### config.mk
export PLATFORM = sky130hd
export DESIGN_NAME = uart_tx_flat
export DESIGN_NICKNAME = d
export VERILOG_FILES = /design/src/rtl/uart_tx_if.sv /design/src/rtl/uart_tx.sv /design/src/flat_wrapper.sv
export SDC_FILE = /design/constraint.sdc
export NUM_CORES = 1
export LEC_CHECK = 0
export BUFFER_PORTS_ARGS = -buffer_cell sky130_fd_sc_hd__buf_4
export CAP_MARGIN = 40
export CORE_ASPECT_RATIO = 1.75
export CORE_MARGIN = 5
export CORE_UTILIZATION = 45
export DETAILED_ROUTE_END_ITERATION = 8
export PLACE_DENSITY = 0.63
export SETUP_SLACK_MARGIN = 0.02
export SYNTH_ARGS = -nofsm -noshare
export SYNTH_HDL_FRONTEND = slang
export SYNTH_SLANG_ARGS = --single-unit
### constraint.sdc
create_clock -name clk -period 2 [get_ports clk]
set_input_delay 0.5 -clock clk [delete_from_list [all_inputs] [get_ports clk]]
set_output_delay 0.5 -clock clk [all_outputs]
set_load 0.03 [all_outputs]
### src/rtl/uart_tx_if.sv
// Byte handshake and serial line between a producer and uart_tx.
// The producer uses the master modport, the transmitter uses the slave modport.
interface uart_tx_if;
    logic [7:0] tx_data;
    logic       tx_valid;
    logic       tx_ready;
    logic       tx_busy;
    logic       txd;

    modport master (
        output tx_data,
        output tx_valid,
        input  tx_ready,
        input  tx_busy,
        input  txd
    );

    modport slave (
        input  tx_data,
        input  tx_valid,
        output tx_ready,
        output tx_busy,
        output txd
    );
endinterface

### src/rtl/uart_tx.sv
// UART transmitter: one byte per handshake, 8N1 frame LSB first, idle line high.
// Define UART_TX_PARITY_EN to insert an even-parity bit between data and stop.
module uart_tx #(
    parameter int unsigned CLKS_PER_BIT = 234
) (
    input  logic     clk,
    input  logic     reset,
    uart_tx_if.slave bus
);

    localparam logic [15:0] LP_TERM = 16'(CLKS_PER_BIT - 1);

    typedef enum logic [2:0] {
        S_IDLE,
        S_START,
        S_DATA,
`ifdef UART_TX_PARITY_EN
        S_PARITY,
`endif
        S_STOP
    } state_t;

    state_t      r_state;
    logic        r_txd;
    logic [15:0] r_baud;
    logic [2:0]  r_bit;
    logic [7:0]  r_shift;
`ifdef UART_TX_PARITY_EN
    logic        r_parity;
`endif

    logic        w_accept;
    logic        w_term;

    assign w_accept = bus.tx_valid && (r_state == S_IDLE);
    assign w_term   = (r_baud == LP_TERM);

    always_ff @(posedge clk) begin
        if (reset) begin
            r_state  <= S_IDLE;
            r_txd    <= 1'b1;
            r_baud   <= '0;
            r_bit    <= '0;
            r_shift  <= '0;
`ifdef UART_TX_PARITY_EN
            r_parity <= 1'b0;
`endif
        end else if (r_state == S_IDLE) begin
            r_txd  <= 1'b1;
            r_baud <= '0;
            if (w_accept) begin
                r_shift  <= bus.tx_data;
                r_state  <= S_START;
                r_txd    <= 1'b0;
`ifdef UART_TX_PARITY_EN
                r_parity <= 1'b0;
`endif
            end
        end else if (!w_term) begin
            r_baud <= r_baud + 16'd1;
        end else begin
            r_baud <= '0;
            case (r_state)
                S_START: begin
                    r_state <= S_DATA;
                    r_txd   <= r_shift[0];
                    r_bit   <= '0;
                end
                S_DATA: begin
`ifdef UART_TX_PARITY_EN
                    // Parity accumulates from the captured copy as each bit leaves.
                    r_parity <= r_parity ^ r_shift[0];
`endif
                    if (r_bit == 3'd7) begin
`ifdef UART_TX_PARITY_EN
                        r_state <= S_PARITY;
                        r_txd   <= r_parity ^ r_shift[0];
`else
                        r_state <= S_STOP;
                        r_txd   <= 1'b1;
`endif
                    end else begin
                        r_shift <= r_shift >> 1;
                        r_txd   <= r_shift[1];
                        r_bit   <= r_bit + 3'd1;
                    end
                end
`ifdef UART_TX_PARITY_EN
                S_PARITY: begin
                    r_state <= S_STOP;
                    r_txd   <= 1'b1;
                end
`endif
                S_STOP: begin
                    r_state <= S_IDLE;
                    r_txd   <= 1'b1;
                end
                default: begin
                    r_state <= S_IDLE;
                    r_txd   <= 1'b1;
                end
            endcase
        end
    end

    assign bus.tx_ready = (r_state == S_IDLE);
    assign bus.tx_busy  = (r_state != S_IDLE);
    assign bus.txd      = r_txd;

endmodule

### src/flat_wrapper.sv
// flat-port wrapper written by rule: the top's interface ports become plain ports
module uart_tx_flat 
#(
    parameter int unsigned CLKS_PER_BIT = 234
)
  (clk, reset, bus_tx_data, bus_tx_valid, bus_tx_ready, bus_tx_busy, bus_txd);
  uart_tx_if bus_i ();
  input  logic clk;
  input  logic reset;
  input wire logic [$bits(bus_i.tx_data)-1:0] bus_tx_data;
  input wire logic [$bits(bus_i.tx_valid)-1:0] bus_tx_valid;
  output wire logic [$bits(bus_i.tx_ready)-1:0] bus_tx_ready;
  output wire logic [$bits(bus_i.tx_busy)-1:0] bus_tx_busy;
  output wire logic [$bits(bus_i.txd)-1:0] bus_txd;
  assign bus_i.tx_data = bus_tx_data;
  assign bus_i.tx_valid = bus_tx_valid;
  assign bus_tx_ready = bus_i.tx_ready;
  assign bus_tx_busy = bus_i.tx_busy;
  assign bus_txd = bus_i.txd;
  uart_tx #(.CLKS_PER_BIT(CLKS_PER_BIT)) u_core (.clk(clk), .reset(reset), .bus(bus_i));
endmodule
==> results of run 1 <==
flip-flops by register name, summed over array words and instances (netlist names):
name,count
u_core.r_shift,8
u_core.r_baud,16
u_core.r_bit,3
u_core.r_state,2
u_core.bus.txd,1
synthesized netlist by cell type (2+ instances only):
cell type  instances
dfxtp_1           30
nand2_1           22
a21oi_1           15
nor2_1            14
inv_1             13
ha_1               8
nand3_1            8
o211ai_1           8
o21ai_0            7
o31a_1             7
xor2_1             7
clkbuf_1           4
nand4_1            4
xnor2_1            4
or3_1              3
and2_1             2
and4bb_2           2
buf_2              2
mux2i_1            2
nor4_1             2
nor4b_1            2
o31ai_1            2
or4_1              2
logic make-up (layout without fill, tap and decap cells):
family                   Yosys count  after routing
AO/OA/AOI/OAI                     41             41
XOR/XNOR                          11             11
adder cells (fa/ha/maj)            8              8
buffers and inverters             20             38
flip-flops                        30             30
multiplexers                       2              2
AND/OR/NAND/NOR                   70             70
worst min-delay path, cell delays in order:
cell and delay, ns:
buf_4 0.11, nand2_1 0.05, a21oi_1 0.05
stage by stage:
step	utilization	setup WS, ns	total power, mW	hold slack, ns
global placement	0.505	0.191	0.848	0.460
detailed placement	0.505	0.0905	0.858	0.468
floorplan	-	0.145	0.787	0.445
global route	0.543	0.0419	1.41	0.477
CTS	0.527	0.0813	1.32	0.469
finish	0.543	0.183	1.33	0.469
final cells by class:
| class | count | area, um2 |
|---|---|---|
| Fill cell | 307 | 1520 |
| Multi-Input combinational cell | 132 | 888 |
| Sequential cell | 30 | 603 |
| Timing Repair Buffer | 18 | 135 |
| Clock buffer | 7 | 76.3 |
| Tap cell | 45 | 56.3 |
| Inverter | 13 | 48.8 |
repair_timing:
| action | CTS | global route |
|---|---|---|
| resized for setup | 0 | 10 |
| endpoints found under the setup margin | 0 | 13 |
| setup buffers | 0 | 2 |
power breakdown:
| group | total [mW] | internal (mW) | leakage (nW) | switching [mW] |
|---|---|---|---|---|
| logic | 0.229 | 0.0957 | 0.359 | 0.133 |
| registers | 0.640 | 0.623 | 0.244 | 0.0171 |
| clock network | 0.459 | 0.239 | 0.0383 | 0.220 |
layer usage:
metal | wire, um | track usage
met4 | 65 | 0.0680
met5 | 0 | 0
met3 | 112 | 0.0360
met2 | 2000 | 0.329
met1 | 1300 | 0.167
worst max-delay path by stage:
stage	end	slack [ns]	cells past startpoint
floorplan	u_core.r_bit[0]	0.15	6
global route	u_core.r_bit[0]	0.04	5
global placement	u_core.r_bit[0]	0.19	6
detailed placement	u_core.r_bit[0]	0.09	6
finish	u_core.r_bit[0]	0.18	6
CTS	u_core.r_bit[0]	0.08	6
==> results.py, run 1 <==
metrics = {
    "synth": {
        "yosys.area_share.simple": 0.245,
        "ys_warn_count": 0,
        "ys_ff_latch": 30,
        "synthTopCellsByArea": "dfxtp_1, ha_1, nand2_1",
        "syn-num-nets": 201,
        "synth-compound-area-share": 0.171,
        "synthAdderAreaFrac": 0.0654,
        "synth_edf_count": 0,
        "syn_area_um2": 1530,
        "synth_top_family_by_area": "simple AND/OR/NAND/NOR gates",
        "synth.largest_area_cell": "dfxtp_1",
        "synthXorXnorAreaFrac": 0.0629,
        "muxShareOfSynthArea": 0.0131,
        "postSynthCellCount": 182,
        "seq_area_frac_synth": 0.392,
        "yosysUniqueCellTypes": 35,
        "syn_avg_cell_area_um2": 8.41,
        "synth_top_flop_cell": "dfxtp_1",
        "synth.top_cell.area_share": 0.392,
        "async_flop_share": 0,
    },
    "cells_and_area": {
        "final_cell_mix": "dfxtp_1, nand2_1, buf_4, nor2_1, a21oi_1",
        "final_nets": 219,
        "final_common_cell": "dfxtp_1",
        "final_cell_count_no_fill": 245,
        "diodes": 0,
        "drive_gt1_frac": 0.185,
        "syn2layout_area_growth_pct": 18.1,
        "final_area_um2": 1810,
    },
    "worst_setup_path": {
        "cp_max_fo": 6,
        "cp_cell_sequence": "inv_2 > ha_4 > nor4b_4 > nand4_1 > or4_4 > a21oi_2",
        "cp-end-kind": "flip-flop",
        "cp-start-kind": "flip-flop",
        "r2r-start": "u_core.r_state[1]",
        "critPathKind": "flip-flop to flip-flop",
        "crit_buf_inv": 1,
        "cp_data_arrival_time_ns": 2.04,
        "r2r-end": "u_core.r_bit[0]",
        "crit_start": "u_core.r_state[1]",
        "slowest_delay_ns": 0.57,
        "reg2reg_depth": 6,
        "cp.required_ns": 2.22,
        "r2r_slack_ns": 0.18,
        "critPathSlowestCell": "or4_4",
        "cp_top_family": "simple AND/OR/NAND/NOR gates",
    },
    "timing": {
        "tightest_slew_ns": 0.548,
        "max_freq_ghz": 0.550,
        "rsz0062_at_grt": "no",
        "finalSetupTns_ns": 0,
        "period_needed_ns": 1.82,
        "finalSetupViolations": 0,
        "hold_viol_final": 0,
        "clock_skew_ns": 0.00536,
        "slew_viol_final": 0,
        "fin_crit_sh": 0.908,
        "max_slew_margin": 0.635,
    },
    "grt": {
        "antenna_found_initial": 0,
        "grt_util_all_layers": 0.172,
        "grt_max_degree": 17,
        "grt_pass1_wl_um": 5980,
        "grt_pass1_vias": 1384,
        "grt-ovfl-total": 0,
    },
    "detailed_routing": {
        "drt_iter0_drc": 25,
        "routedWlPerCell_um": 14.2,
        "drc": 0,
        "vias_per_cell": 5.54,
        "drt_wl_total_um": 3480,
        "first_pass_iters": 4,
        "vias": 1357,
        "ant_nets": 0,
    },
    "clock_network": {
        "cts_sinks": 30,
        "path_clk_slew_ns": 0.06,
        "clk_path_buf_depth": 2,
        "clk_latency_ns": 0.28,
        "cts_tree": "done",
        "cts_buffers": 5,
        "h-tree-depth": 2,
        "cts_hold_buf": 0,
        "clockRootBuffer": "clkbuf_8",
    },
    "place": {
        "hpwlAfterDp_um": 2550,
        "placed_area_um2": 1680,
        "dp.cells": 236,
        "finalWeightedCongestion": 0.779,
        "io_buffers": 13,
    },
    "power": {
        "peakVddDrop_v": 0.000454,
        "p_per_area_nw_per_um2": 735,
        "power.leakage_nw": 0.642,
    },
    "worst_hold_path": {
        "hold_class": "primary input to flip-flop",
        "worstHoldStart": "bus_tx_data[7]",
        "min_path_cells": 3,
        "hold_path_end": "u_core.r_shift[7]",
    },
    "die": {
        "initial_core_util": 0.460,
        "die_x_um": 54.1,
        "io_pins": 14,
        "core_region_area_um2": 3330,
        "dieHeight_um": 87.2,
        "rows": 28,
        "dieArea_um2": 4720,
    },
    "job": {
        "cap_violations": 0,
    },
    "outcome": {
        "status": "finished clean",
    },
}
No activity file was read; power rests on OpenSTA's default activity.
==> run 2, diff against run 1 <==
--- a/config.mk
+++ b/config.mk
@@ -6,13 +6,16 @@
 export NUM_CORES = 1
 export LEC_CHECK = 0
 export BUFFER_PORTS_ARGS = -buffer_cell sky130_fd_sc_hd__buf_4
-export CAP_MARGIN = 40
+export CAP_MARGIN = 25
+export CELL_PAD_IN_SITES_DETAIL_PLACEMENT = 0
+export CELL_PAD_IN_SITES_GLOBAL_PLACEMENT = 1
 export CORE_ASPECT_RATIO = 1.75
 export CORE_MARGIN = 5
-export CORE_UTILIZATION = 45
+export CORE_UTILIZATION = 43
 export DETAILED_ROUTE_END_ITERATION = 8
-export PLACE_DENSITY = 0.63
+export PLACE_DENSITY = 0.77
 export SETUP_SLACK_MARGIN = 0.02
+export SLEW_MARGIN = 20
 export SYNTH_ARGS = -nofsm -noshare
 export SYNTH_HDL_FRONTEND = slang
 export SYNTH_SLANG_ARGS = --single-unit
==> results.py, run 2 (synthesized netlist as in run 1, its figures left out) <==
metrics = {
    "outcome": {
        "status": "finished clean",
    },
    "die": {
        "dieArea_um2": 4900,
        "core_region_area_um2": 3400,
        "io_pins": 14,
        "initial_core_util": 0.451,
        "dieHeight_um": 88.9,
        "die_x_um": 55.1,
        "rows": 28,
    },
    "detailed_routing": {
        "ant_nets": 0,
        "vias": 1317,
        "drc": 0,
        "drt_wl_total_um": 3250,
        "first_pass_iters": 4,
        "vias_per_cell": 5.33,
        "routedWlPerCell_um": 13.2,
        "drt_iter0_drc": 23,
    },
    "clock_network": {
        "clk_path_buf_depth": 2,
        "cts_sinks": 30,
        "h-tree-depth": 2,
        "cts_hold_buf": 0,
        "path_clk_slew_ns": 0.06,
        "cts_buffers": 5,
        "cts_tree": "done",
        "clockRootBuffer": "clkbuf_8",
        "clk_latency_ns": 0.28,
    },
    "grt": {
        "grt_util_all_layers": 0.157,
        "grt_pass1_vias": 1276,
        "antenna_found_initial": 0,
        "grt_pass1_wl_um": 5600,
        "grt.met3_usage": 0.0434,
        "top_usage_layer": "met2",
        "grt_use_met1": 0.156,
        "met2_usage": 0.291,
        "grt_max_degree": 18,
        "grt-ovfl-total": 0,
    },
    "job": {
        "cap_violations": 0,
    },
    "worst_setup_path": {
        "cp-start-kind": "flip-flop",
        "crit_buf_inv": 1,
        "cp.required_ns": 2.21,
        "critPathKind": "flip-flop to flip-flop",
        "cp_cell_sequence": "inv_2 > ha_2 > nor4b_2 > nand4_1 > or4_1 > a21oi_1",
        "cp_max_fo": 6,
        "critPathSlowestCell": "or4_1",
        "r2r_slack_ns": 0.14,
        "cp_top_family": "simple AND/OR/NAND/NOR gates",
        "cp_data_arrival_time_ns": 2.07,
        "slowest_delay_ns": 0.57,
        "cp-end-kind": "flip-flop",
    },
    "timing": {
        "finalHoldWorstSlack_ns": 0.475,
        "rsz0062_at_grt": "no",
        "max_slew_margin": 0.630,
        "slew_viol_final": 0,
        "finalWorstSetupSlack_ns": 0.144,
        "tightest_slew_ns": 0.555,
        "clock_skew_ns": 0.0117,
        "period_needed_ns": 1.86,
        "max_freq_ghz": 0.539,
        "fin_crit_sh": 0.928,
        "hold_viol_final": 0,
        "finalSetupTns_ns": 0,
        "finalSetupViolations": 0,
    },
    "cells_and_area": {
        "nFillCells": 349,
        "final_cell_mix": "dfxtp_1, nand2_1, buf_4, a21oi_1, nor2_1",
        "largest_reg_flops": 16,
        "largest-register": "u_core.r_baud",
        "final_cell_count_no_fill": 247,
        "drive_gt1_frac": 0.188,
        "finish.utilization": 0.532,
        "reg.largest.list": "u_core.r_baud: 16 flops, u_core.r_shift: 8 flops, u_core.r_bit: 3 flops",
        "syn2layout_area_growth_pct": 18.1,
        "final_area_um2": 1810,
        "diodes": 0,
        "final_common_cell": "dfxtp_1",
        "final_nets": 221,
    },
    "worst_hold_path": {
        "hold_class": "primary input to flip-flop",
    },
    "place": {
        "finalWeightedCongestion": 0.762,
        "dp.cells": 238,
        "io_buffers": 13,
        "hpwlAfterDp_um": 2500,
        "placed_area_um2": 1690,
        "post-place-ws_ns": 0.0507,
    },
    "power": {
        "power.switching_mw": 0.361,
        "p_int_mw": 0.940,
        "total_power_mw": 1.30,
        "pwr-share-clk": 0.348,
        "power_frac_comb": 0.161,
        "p_per_area_nw_per_um2": 720,
        "peakVddDrop_v": 0.000539,
        "power_switching_share": 0.277,
        "seqPwrFrac": 0.492,
        "power.leakage_nw": 0.653,
    },
}
==> run 2: cell count changes in the layout (fill, tap and decap cells not counted), sizes merged <==
cell,previous run,this run
clkbuf,7,5
clkinv,0,2
buf,18,20
==> run 2: cell type report <==
| type | count | area (um2) | area share |
|---|---|---|---|
| clock buffer | 5 | 68.8 | 0.0381 |
| sequential | 30 | 602 | 0.333 |
| clock inverter | 2 | 10.0 | 0.00554 |
| tap | 45 | 56.3 | 0.0311 |
| inverter | 13 | 48.8 | 0.0270 |
| multi-input combinational | 132 | 868 | 0.480 |
| timing repair buffer | 20 | 154 | 0.0851 |
==> run 2: power groups by stage <==
stage	Sequential, mW	Combinational [mW]	Clock (mW)
3_3_place_gp	0.650	0.204	0
2_1_floorplan	0.653	0.133	0
5_1_grt	0.643	0.235	0.494
6_report	0.640	0.209	0.452
4_1_cts	0.639	0.210	0.467
3_5_place_dp	0.652	0.209	0
==> run 2: timing repair <==
action	CTS	global route
endpoints found under the setup margin	0	13
setup buffers	0	2
resized for setup	0	6
==> run 2: path summary, 6_finish.rpt <==
path / from / to / cells past startpoint
max: u_core.r_state[0] / u_core.r_bit[0] / 6
min: bus_tx_data[7] / u_core.r_shift[7] / 3
max reg2reg: u_core.r_state[0] / u_core.r_bit[0] / 6
min reg2reg: u_core.r_baud[0] / u_core.r_baud[0] / 1
==> run 2: tightest hold or removal path, cell delays in order <==
cell     delay (ns)
buf_4          0.11
nand2_1        0.04
a21oi_1        0.05
==> run 2: per-layer routing <==
| layer | vias up | routed length, um |
|---|---|---|
| li1 | 680 | - |
| met1 | 616 | 1230 |
| met2 | 14 | 1870 |
| met3 | 7 | 86 |
| met4 | 0 | 73 |
| met5 | - | 0 |
